### src/rtl/mul_pkg.sv
// mul_pkg: shared widths and state encoding for the multiply-accumulate stage
package mul_pkg;
   localparam int N_DEF     = 8;
   localparam int M_DEF     = 8;
   localparam int ACC_W_DEF = 24;
   localparam int CNT_W_DEF = 8;
   localparam logic [1:0] ST_IDLE = 2'd0;
   localparam logic [1:0] ST_ACC  = 2'd1;
   localparam logic [1:0] ST_HOLD = 2'd2;
   typedef enum logic [1:0] {S_IDLE = ST_IDLE, S_ACC = ST_ACC, S_HOLD = ST_HOLD} state_t;
endpackage

### src/rtl/mul_acc_stage_if.sv
// mul_acc_stage_if: product input, control and result handshake bundle
interface mul_acc_stage_if
   import mul_pkg::*;
#(
   parameter int N     = N_DEF,
   parameter int M     = M_DEF,
   parameter int ACC_W = ACC_W_DEF,
   parameter int CNT_W = CNT_W_DEF
);
   logic             start;
   logic [CNT_W-1:0] len;
   logic [N+M-1:0]   prod;
   logic             in_valid;
   logic             in_ready;
   logic [ACC_W-1:0] acc_out;
   logic             ovf;
   logic             out_valid;
   logic             out_ready;
   logic             busy;
   modport master (output start, len, prod, in_valid, out_ready,
                   input  in_ready, acc_out, ovf, out_valid, busy);
   modport slave  (input  start, len, prod, in_valid, out_ready,
                   output in_ready, acc_out, ovf, out_valid, busy);
endinterface

### src/rtl/mul_acc_stage.sv
// mul_acc_stage: accumulates len products into a registered sum with sticky overflow
module mul_acc_stage
   import mul_pkg::*;
#(
   parameter int N     = N_DEF,
   parameter int M     = M_DEF,
   parameter int ACC_W = ACC_W_DEF,
   parameter int CNT_W = CNT_W_DEF
) (
   input logic            clk,
   input logic            rst_n,
   mul_acc_stage_if.slave bus
);
   state_t           state, state_nx;
   logic [CNT_W-1:0] count, count_nx;
   logic [ACC_W-1:0] acc, acc_nx;
   logic             ovf_r, ovf_nx;
   logic [ACC_W:0]   sum;

   // One extra bit catches the carry out of the accumulator
   assign sum = {1'b0, acc} + {{(ACC_W+1-N-M){1'b0}}, bus.prod};

   assign bus.in_ready  = state == S_ACC;
   assign bus.out_valid = state == S_HOLD;
   assign bus.busy      = state != S_IDLE;
   assign bus.acc_out   = acc;
   assign bus.ovf       = ovf_r;

   // State and datapath registers; reset discards any partial result
   always_ff @(posedge clk) begin
      if (!rst_n) begin
         state <= S_IDLE;
         count <= '0;
         acc   <= '0;
         ovf_r <= 1'b0;
      end else begin
         state <= state_nx;
         count <= count_nx;
         acc   <= acc_nx;
         ovf_r <= ovf_nx;
      end
   end

   // Next-state: start only in IDLE, beats only in ACC, drain on out_ready in HOLD
   always_comb begin
      state_nx = state;
      count_nx = count;
      acc_nx   = acc;
      ovf_nx   = ovf_r;
      case (state)
         S_IDLE: if (bus.start) begin
            acc_nx   = '0;
            ovf_nx   = 1'b0;
            count_nx = bus.len;
            state_nx = (bus.len == '0) ? S_HOLD : S_ACC;
         end
         S_ACC: if (bus.in_valid) begin
            acc_nx   = sum[ACC_W-1:0];
            ovf_nx   = ovf_r | sum[ACC_W];
            count_nx = count - 1'b1;
            state_nx = (count == CNT_W'(1)) ? S_HOLD : S_ACC;
         end
         S_HOLD: state_nx = bus.out_ready ? S_IDLE : S_HOLD;
         default: state_nx = S_IDLE;
      endcase
   end
endmodule

### src/flat_wrapper.sv
// flat-port wrapper written by rule: the top's interface ports become plain ports
module mul_acc_stage_flat import mul_pkg::*;
#(
   parameter int N     = N_DEF,
   parameter int M     = M_DEF,
   parameter int ACC_W = ACC_W_DEF,
   parameter int CNT_W = CNT_W_DEF
)
  (clk, rst_n, bus_start, bus_len, bus_prod, bus_in_valid, bus_out_ready, bus_in_ready, bus_acc_out, bus_ovf, bus_out_valid, bus_busy);
  mul_acc_stage_if #(.N(N), .M(M), .ACC_W(ACC_W), .CNT_W(CNT_W)) bus_i ();
  input logic clk;
  input logic rst_n;
  input wire logic [$bits(bus_i.start)-1:0] bus_start;
  input wire logic [$bits(bus_i.len)-1:0] bus_len;
  input wire logic [$bits(bus_i.prod)-1:0] bus_prod;
  input wire logic [$bits(bus_i.in_valid)-1:0] bus_in_valid;
  input wire logic [$bits(bus_i.out_ready)-1:0] bus_out_ready;
  output wire logic [$bits(bus_i.in_ready)-1:0] bus_in_ready;
  output wire logic [$bits(bus_i.acc_out)-1:0] bus_acc_out;
  output wire logic [$bits(bus_i.ovf)-1:0] bus_ovf;
  output wire logic [$bits(bus_i.out_valid)-1:0] bus_out_valid;
  output wire logic [$bits(bus_i.busy)-1:0] bus_busy;
  assign bus_i.start = bus_start;
  assign bus_i.len = bus_len;
  assign bus_i.prod = bus_prod;
  assign bus_i.in_valid = bus_in_valid;
  assign bus_i.out_ready = bus_out_ready;
  assign bus_in_ready = bus_i.in_ready;
  assign bus_acc_out = bus_i.acc_out;
  assign bus_ovf = bus_i.ovf;
  assign bus_out_valid = bus_i.out_valid;
  assign bus_busy = bus_i.busy;
  mul_acc_stage #(.N(N), .M(M), .ACC_W(ACC_W), .CNT_W(CNT_W)) u_core (.clk(clk), .rst_n(rst_n), .bus(bus_i));
endmodule
### config.mk
export PLATFORM = sky130hd
export DESIGN_NAME = mul_acc_stage_flat
export DESIGN_NICKNAME = d
export VERILOG_FILES = /design/src/rtl/mul_pkg.sv /design/src/rtl/mul_acc_stage_if.sv /design/src/rtl/mul_acc_stage.sv /design/src/flat_wrapper.sv
export SDC_FILE = /design/constraint.sdc
export NUM_CORES = 1
export LEC_CHECK = 0
export BUFFER_PORTS_ARGS = -buffer_cell sky130_fd_sc_hd__buf_4
export CORE_MARGIN = 3
export CORE_UTILIZATION = 45
export DETAILED_ROUTE_END_ITERATION = 10
export PLACE_DENSITY = 0.69
export SLEW_MARGIN = 40
export SYNTH_ARGS = -nofsm -noshare
export SYNTH_HDL_FRONTEND = slang
export SYNTH_SLANG_ARGS = --single-unit
### constraint.sdc
create_clock -name clk -period 6.48 [get_ports clk]
set_input_delay 1.296 -clock clk [delete_from_list [all_inputs] [get_ports clk]]
set_output_delay 1.296 -clock clk [all_outputs]
set_load 0.03 [all_outputs]
==> out/metrics.sh, run 1 <==
SYNTH_ENABLE_FLOP_CELLS=0
WORST-ENDPOINT-REQUIRED_NS=6.65
ROOT_BUFFER='sky130_fd_sc_hd__clkbuf_8'
CRITICALPATHCATEGORY='primary input to flop'
FINALCLOCKSKEW_NS=0.00467
GRTUSAGEMET3=0.0442
DESIGN.FINAL.NETS=406
POST_SYN_AREA_MM2=0.00241
GRTUSAGEMET2=0.311
STARTPOINT_TYPE='primary input'
TRITONCTS='done'
ANTENNA_FOUND_INITIAL=0
MAXIMUM_NUMBER_OF_PINS_ON_ONE_NET_BEFORE_GLOBAL_ROUTE_REPAIR=25
STATUS='finished clean'
DRT_DRC_VIOLATIONS_LEFT=0
TIMING.CRITICAL_PATH.FANOUT_MAX=4
START_POINT_OF_THE_CRITICAL_PATH='bus_prod[0]'
PROPORTION_OF_NETLIST_AREA_HELD_BY_THE_LARGEST_AREA_CONTRIBUTOR=0.290
ASYNC_FLOP_SHARE=0
ROUTED_VIA_DENSITY=5.50
LAYOUT_CELL_SHARE_WITH_DRIVE_STRENGTH_BEYOND_1=0.207
DIE_HEIGHT_UM=79.3
END_KIND='flop'
RSZ0062_AT_GRT='no'
DPL.CELL_COUNT=421
WL_MM=5.80
CTS_MADE_BUFFERS=5
POST_CTS_RESIZE_COUNT=0
CP_DATA_ARRIVAL_TIME_NS=3.34
WL_PER_CELL_UM=13.5
IRDROPWORSTVDD_mV=0.106
DETAILEDROUTE.FIRSTITERATIONVIOLATIONS=116
WORST_HOLD_SLACK_AFTER_FINAL_LAYOUT_NS=0.478
HOLD_BUFFERS=0
FINAL.PERIOD_UTILIZATION=0.489
DIE-WIDTH_UM=79.3
CLKLATENCYLATEPIN_NS=0.29
CLOCK_TREE.HTREE_LEVEL_COUNT=2
CTS.SINKS=35
POSTLAYOUTCOREUTIL=0.579
FINAL-HOLD-VIOLATION-COUNT=0
SYNTH-SEQ-CELLS=35
YOSYS.CELL_TYPES.COUNT=54
FLOORPLAN.INITIALDENSITY=0.470
CRIT_PATH_END='u_core.bus.acc_out[12]'
SLEW_OF_THE_PIN_WITH_THE_LOWEST_SLEW_MARGIN_NS=0.733
ANT_NETS=0
NUMBER_OF_GLOBAL_ROUTE_VIAS_BEFORE_REPAIR=2153
POSTLAYOUTSETUPSLACKWORST_NS=3.31
SYNTH_TOP_FLOP_CELL='sky130_fd_sc_hd__dfxtp_1'
FLOORPLAN.ROWS=26
SYN-INSTANCE-COUNT=305
SETUP-VIOLATIONS-FINAL=0
YOSYS_WARNINGS=0
PORT_BUFFERS=56
POSTSYNTHNETCOUNT=353
SETUP_TOTAL_NEGATIVE_SLACK_NS=0
FINAL_COUNT_OF_PINS_VIOLATING_MAX_SLEW=0
LAYOUT_COMMONEST_CELL='sky130_fd_sc_hd__buf_4'
AREAGROWTHSYNTHTOFINISH_PCT=23.3
PWR_DENSITY_CELL_mW_PER_MM2=190
CTS_SETUP_BUFFERS=0
POST_LAYOUT_NONFILLER_INSTANCES=428
PLACE.GP.CONGESTION=0.804
GRT.BUSIEST_LAYER='met2'
POWER.STATIC_LEAKAGE_nW=1.28
REG2REGPATHDEPTH=8
REL_SLEW_SLACK=0.511
GRT_FIRST_PASS_WIRELENGTH_MM=9.75
MAX_CAP_VIOLATIONS=0
LAYOUT_MIN_CYCLE_TIME_NS=3.17
REGTOREGSETUPSLACK_NS=4.07
DP_HPWL_MM=4.35
CLKTRANSATPATHREGS_NS=0.07
MAX_FREQ_GHz=0.316
WORST_MIN_DELAY_PATH_CATEGORY='flop to flop'
GRT_OVERFLOW_TOTAL=0
REG2REG_LAUNCH_POINT='u_core.bus.acc_out[0]'
POST_PLACE_SETUP_SLACK_NS=2.99
CLOCKBUFFERDEPTH=2
DIE-AREA_MM2=0.00628
BIGGEST_AREA_CONSUMER_AMONG_SYNTHESIZED_CELLS='sky130_fd_sc_hd__dfxtp_1'
DETAIL_ROUTE.FIRST_PASS.ITERATIONS=4
ROUTE.VIAS.TOTAL=2352
POST_SYNTH_MAIN_AREA_CONTRIBUTORS='sky130_fd_sc_hd__dfxtp_1 (29%), sky130_fd_sc_hd__ha_1 (9.3%), sky130_fd_sc_hd__a21oi_1 (6.6%), sky130_fd_sc_hd__nand2_1 (6.2%), sky130_fd_sc_hd__o21ai_0 (3.9%)'
SEQ_AREA_FRAC_SYNTH=0.290
ANTENNA_CELLS_INSERTED=0
DESIGN.CORE.AREA_MM2=0.00514
SYN_AREA_PER_CELL_UM2=7.92
USE_MET1=0.258
WORST_R2R_ENDPOINT='u_core.bus.acc_out[12]'
OVERALL_GLOBAL_ROUTING_RESOURCE_USAGE=0.194
IO_PINS=57
MOST-COMMON-LAYOUT-CELLS='sky130_fd_sc_hd__buf_4 (56), sky130_fd_sc_hd__nand2_1 (40), sky130_fd_sc_hd__dfxtp_1 (35)'
## how the worst min path moves through the flow
stage / end / depth (start not counted) / startpoint
global route: u_core.bus.acc_out[14] / 2 / u_core.bus.acc_out[14]
CTS: u_core.bus.acc_out[9] / 2 / u_core.bus.acc_out[9]
finish: u_core.bus.acc_out[9] / 2 / u_core.bus.acc_out[9]
global placement: u_core.bus.ovf / 2 / u_core.bus.ovf
detailed placement: u_core.bus.ovf / 2 / u_core.bus.ovf
floorplan: u_core.count[1] / 2 / u_core.count[1]
## per-layer routing
metal | wire length, um | share of wire | vias to the layer above
li1 | - | - | 1217
met1 | 2780 | 0.48 | 1076
met2 | 2640 | 0.45 | 49
met3 | 278 | 0.048 | 10
met4 | 99 | 0.017 | 0
met5 | 0 | 0 | -
## flip-flops by register name (all words and copies together) (netlist names)
signal,flops
u_core.state,2
u_core.count,8
u_core.bus.ovf,1
u_core.bus.acc_out,24
## cells in the mapped netlist (3+ instances only)
cell type and n:
sky130_fd_sc_hd__nand2_1 40, sky130_fd_sc_hd__dfxtp_1 35, sky130_fd_sc_hd__a21oi_1 32, sky130_fd_sc_hd__nor2_1 23, sky130_fd_sc_hd__o21ai_0 19, sky130_fd_sc_hd__ha_1 18
sky130_fd_sc_hd__nor2b_1 10, sky130_fd_sc_hd__and3_1 8, sky130_fd_sc_hd__inv_1 8, sky130_fd_sc_hd__and2_1 7, sky130_fd_sc_hd__xnor2_1 7, sky130_fd_sc_hd__clkbuf_1 6
sky130_fd_sc_hd__nor3_1 6, sky130_fd_sc_hd__a21boi_0 5, sky130_fd_sc_hd__a31oi_1 5, sky130_fd_sc_hd__nand2b_1 5, sky130_fd_sc_hd__nand3_1 5, sky130_fd_sc_hd__a21o_1 4
sky130_fd_sc_hd__a22oi_1 4, sky130_fd_sc_hd__mux2i_1 4, sky130_fd_sc_hd__nor4_1 4, sky130_fd_sc_hd__xor2_1 4, sky130_fd_sc_hd__nand4_1 3, sky130_fd_sc_hd__o21a_1 3
sky130_fd_sc_hd__o21bai_1 3, sky130_fd_sc_hd__o221a_2 3
## final cells by class
class / instances / area [um^2]
fill: 523 / 2160
sequential: 35 / 701
tap: 70 / 87.6
inverter: 8 / 30.0
clock inverter: 1 / 5.00
clock buffer: 6 / 82.6
multi-input combinational: 252 / 1650
timing repair buffer: 56 / 420
## through the flow
stage	total power [mW]	instance area (um^2)
2_1_floorplan	0.356	2410
3_3_place_gp	0.401	2880
3_5_place_dp	0.403	2880
4_1_cts	0.570	2970
5_1_grt	0.602	2980
6_report	0.566	2980
## kinds of logic after synthesis
logic type,after synthesis,share of synthesized area
AO/OA/AOI/OAI,101,0.288
XOR/XNOR,11,0.0399
adder cells (fa/ha/maj),19,0.102
buffers and inverters,18,0.0290
flip-flops,35,0.290
multiplexers,4,0.0166
AND/OR/NAND/NOR,117,0.235
## power breakdown
part / internal (mW) / leakage [nW] / switching (mW)
combinational: 0.0667 / 0.952 / 0.0937
sequential: 0.227 / 0.285 / 0.0128
clock: 0.0835 / 0.0470 / 0.0826
total: 0.377 / 1.28 / 0.189
## worst max-delay path, cell delays in order
cell	delay (ns)
sky130_fd_sc_hd__buf_4	0.11
sky130_fd_sc_hd__ha_1	0.19
sky130_fd_sc_hd__fa_1	0.41
sky130_fd_sc_hd__a21o_1	0.19
sky130_fd_sc_hd__a221oi_2	0.39
sky130_fd_sc_hd__o21ai_1	0.15
sky130_fd_sc_hd__a221oi_1	0.33
sky130_fd_sc_hd__xor2_1	0.18
sky130_fd_sc_hd__o21ai_0	0.08
Power figures use the tool's default switching activity.
==> run 2, diff against run 1 <==
Settings changed: PLACE_DENSITY 0.69 to 0.71.
Clock period 6.48 ns to 2.71 ns, I/O delays scaled along.
==> run 2 against run 1 <==
  * Routed wire length is 3.1% lower
  * Register-to-register slack got worse by 3.7 ns
  * Total power up 150%
  * Via count grew 2.4%
  * Hold slack better by 0.0028 ns
  * Sequential share of layout area down 0.40 points
  * Clock power rose to 2.6 times the previous value
  * Final cell count increased by 1.6%
  * Utilization rose by 1.0 points
  * Setup slack got worse by 2.9 ns
  * Flip-flop and latch count unchanged
==> out/metrics.sh, run 2 (synthesis results as in run 1) <==
REL_SLEW_SLACK=0.537  # +0.0261
AREAGROWTHSYNTHTOFINISH_PCT=25.4
POSTLAYOUTSETUPSLACKWORST_NS=0.367  # -2.95 ns
ROUTED_VIA_DENSITY=5.54  # +0.73%
POST_CTS_RESIZE_COUNT=0  # unchanged
WORST_MIN_DELAY_PATH_CATEGORY='flop to flop'
STATUS='finished clean'
TRITONCTS='done'
DESIGN.CORE.AREA_MM2=0.00514  # unchanged
ANTENNA_FOUND_INITIAL=0  # unchanged
SLEW_OF_THE_PIN_WITH_THE_LOWEST_SLEW_MARGIN_NS=0.688  # -0.0455 ns
FINAL_CELL_AREA_MM2=0.00303  # +1.7%
POWER.STATIC_LEAKAGE_nW=1.32  # +2.4%
WL_MM=5.62  # -3.1%
MIN_FROM='u_core.bus.ovf'
POST_PLACE_SETUP_SLACK_NS=0.0650  # -2.93 ns
PLACE.GP.CONGESTION=0.809  # +0.65%
LAYOUT_COMMONEST_CELL='sky130_fd_sc_hd__buf_4'
POWER_mW=1.39  # +150%
DRT_DRC_VIOLATIONS_LEFT=0  # unchanged
FINALCLOCKSKEW_NS=0.00794  # +0.00327 ns
PORT_BUFFERS=56  # unchanged
ANTENNA_CELLS_INSERTED=0  # unchanged
PWR_DENSITY_CELL_mW_PER_MM2=460  # +140%
SEQUENTIAL_CELL_AREA_UM2=701  # unchanged
FLOORPLAN.ROWS=26  # unchanged
END_KIND='flop'
DP_HPWL_MM=4.34  # -0.35%
IRDROPWORSTVDD_mV=0.344  # +230%
DETAIL_ROUTE.FIRST_PASS.ITERATIONS=4  # unchanged
REG2REG_LAUNCH_POINT='u_core.bus.acc_out[0]'
CP_DATA_ARRIVAL_TIME_NS=2.52  # -0.82 ns
CLKLATENCYLATEPIN_NS=0.29  # about the same
MAX_CAP_VIOLATIONS=0  # unchanged
GRTUSAGEMET3=0.0442  # unchanged
WORST_R2R_ENDPOINT='u_core.bus.acc_out[12]'
CTS.SINKS=35  # unchanged
OVERALL_GLOBAL_ROUTING_RESOURCE_USAGE=0.190  # -0.00428
GRT_OVERFLOW_TOTAL=0  # unchanged
FLOORPLAN.INITIALDENSITY=0.470  # unchanged
FINAL.PERIOD_UTILIZATION=0.865
CLKTRANSATPATHREGS_NS=0.08  # about the same
DIE-AREA_MM2=0.00628  # unchanged
GRT.BUSIEST_LAYER='met2'
CLOCK_TREE.HTREE_LEVEL_COUNT=2  # unchanged
STARTPOINT_TYPE='primary input'
DESIGN.FINAL.NETS=412  # +1.5%
IO_PINS=57  # unchanged
GRT_FIRST_PASS_WIRELENGTH_MM=9.67  # -0.85%
LAYOUT_CELL_SHARE_WITH_DRIVE_STRENGTH_BEYOND_1=0.216  # +0.00973
NUMBER_OF_GLOBAL_ROUTE_VIAS_BEFORE_REPAIR=2171  # +0.84%
HOLD_BUFFERS=0  # unchanged
NUM-FILL-CELLS=512  # -2.1%
USE_MET1=0.246  # -0.0113
ROOT_BUFFER='sky130_fd_sc_hd__clkbuf_8'
WORST-ENDPOINT-REQUIRED_NS=2.88  # -3.77 ns
SETUP-VIOLATIONS-FINAL=0  # unchanged
LARGEST_REGISTER_FFS=24  # unchanged
MAX_FREQ_GHz=0.427
LAYOUT_MIN_CYCLE_TIME_NS=2.34
FINAL_COUNT_OF_PINS_VIOLATING_MAX_SLEW=0  # unchanged
PLACEMENT.CELL_AREA_MM2=0.00293  # +1.6%
REGTOREGSETUPSLACK_NS=0.37  # -3.70 ns
CTS_MADE_BUFFERS=5  # unchanged
ROUTE.VIAS.TOTAL=2408  # +2.4%
ANT_NETS=0  # unchanged
HOLD_END='u_core.bus.ovf'
DIE_HEIGHT_UM=79.3  # unchanged
MOST-COMMON-LAYOUT-CELLS='sky130_fd_sc_hd__buf_4 (62), sky130_fd_sc_hd__nand2_1 (40), sky130_fd_sc_hd__dfxtp_1 (35)'
CTS_SETUP_BUFFERS=0  # unchanged
RSZ0062_AT_GRT='no'
MAXIMUM_NUMBER_OF_PINS_ON_ONE_NET_BEFORE_GLOBAL_ROUTE_REPAIR=24  # -4.0%
DETAILEDROUTE.FIRSTITERATIONVIOLATIONS=145  # +25%
GRTUSAGEMET2=0.313  # +0.00253
REG2REGPATHDEPTH=9  # +1
DIE-WIDTH_UM=79.3  # unchanged
SETUP_TOTAL_NEGATIVE_SLACK_NS=0  # unchanged
HOLDPATHSTAGES=2  # unchanged
FINAL-HOLD-VIOLATION-COUNT=0  # unchanged
CLOCKBUFFERDEPTH=2  # unchanged
AREA_TAKEN_BY_MULTI_INPUT_LOGIC_GATES_MM2=0.00164  # -0.38%
CRITICALPATHCATEGORY='primary input to flop'
TIMING.CRITICAL_PATH.FANOUT_MAX=4  # unchanged
WL_PER_CELL_UM=12.9  # -4.6%
==> run 2: area by class of cell <==
cell class,instances,share of cell area
sequential,35,0.231
clock buffer,8,0.0331
timing repair buffer,62,0.154
tap,70,0.0289
multi-input combinational,252,0.543
inverter,8,0.00992
==> run 2: through the flow <==
stage | util | hold WS [ns] | std cells
3_3_place_gp | 0.570 | 0.465 | 427
6_report | 0.589 | 0.481 | 435
2_1_floorplan | - | 0.467 | 305
3_5_place_dp | 0.570 | 0.465 | 427
5_1_grt | 0.589 | 0.503 | 435
4_1_cts | 0.589 | 0.483 | 435
==> run 2: worst max path at each step <==
stage / startpoint / endpoint / depth (start not counted)
finish: bus_prod[0] / u_core.bus.acc_out[12] / 10
global route: u_core.bus.acc_out[0] / u_core.bus.acc_out[12] / 9
detailed placement: bus_prod[0] / u_core.bus.acc_out[12] / 10
floorplan: bus_prod[0] / u_core.bus.acc_out[12] / 8
global placement: bus_prod[0] / u_core.bus.acc_out[12] / 10
CTS: u_core.bus.acc_out[0] / u_core.bus.acc_out[12] / 9
==> run 2: critical path, stage by stage <==
cell and delay, ns:
sky130_fd_sc_hd__buf_4 0.11, sky130_fd_sc_hd__ha_1 0.20, sky130_fd_sc_hd__fa_1 0.41, sky130_fd_sc_hd__a21o_1 0.20, sky130_fd_sc_hd__a221oi_2 0.21, sky130_fd_sc_hd__buf_4 0.16
sky130_fd_sc_hd__o21ai_1 0.08, sky130_fd_sc_hd__a221oi_1 0.32, sky130_fd_sc_hd__xor2_1 0.18, sky130_fd_sc_hd__o21ai_0 0.09
==> run 2: power breakdown <==
group / leakage, nW / total (mW) / switching (mW) / internal, mW
clock network: 0.0515 / 0.428 / 0.195 / 0.232
logic: 0.979 / 0.392 / 0.224 / 0.168
registers: 0.285 / 0.572 / 0.0290 / 0.543
==> run 2: layer usage <==
| metal | vias to the layer above | wire [um] |
|---|---|---|
| li1 | 1234 | - |
| met1 | 1100 | 2640 |
| met2 | 68 | 2610 |
| met3 | 6 | 300 |
| met4 | 0 | 73 |
| met5 | - | 0 |
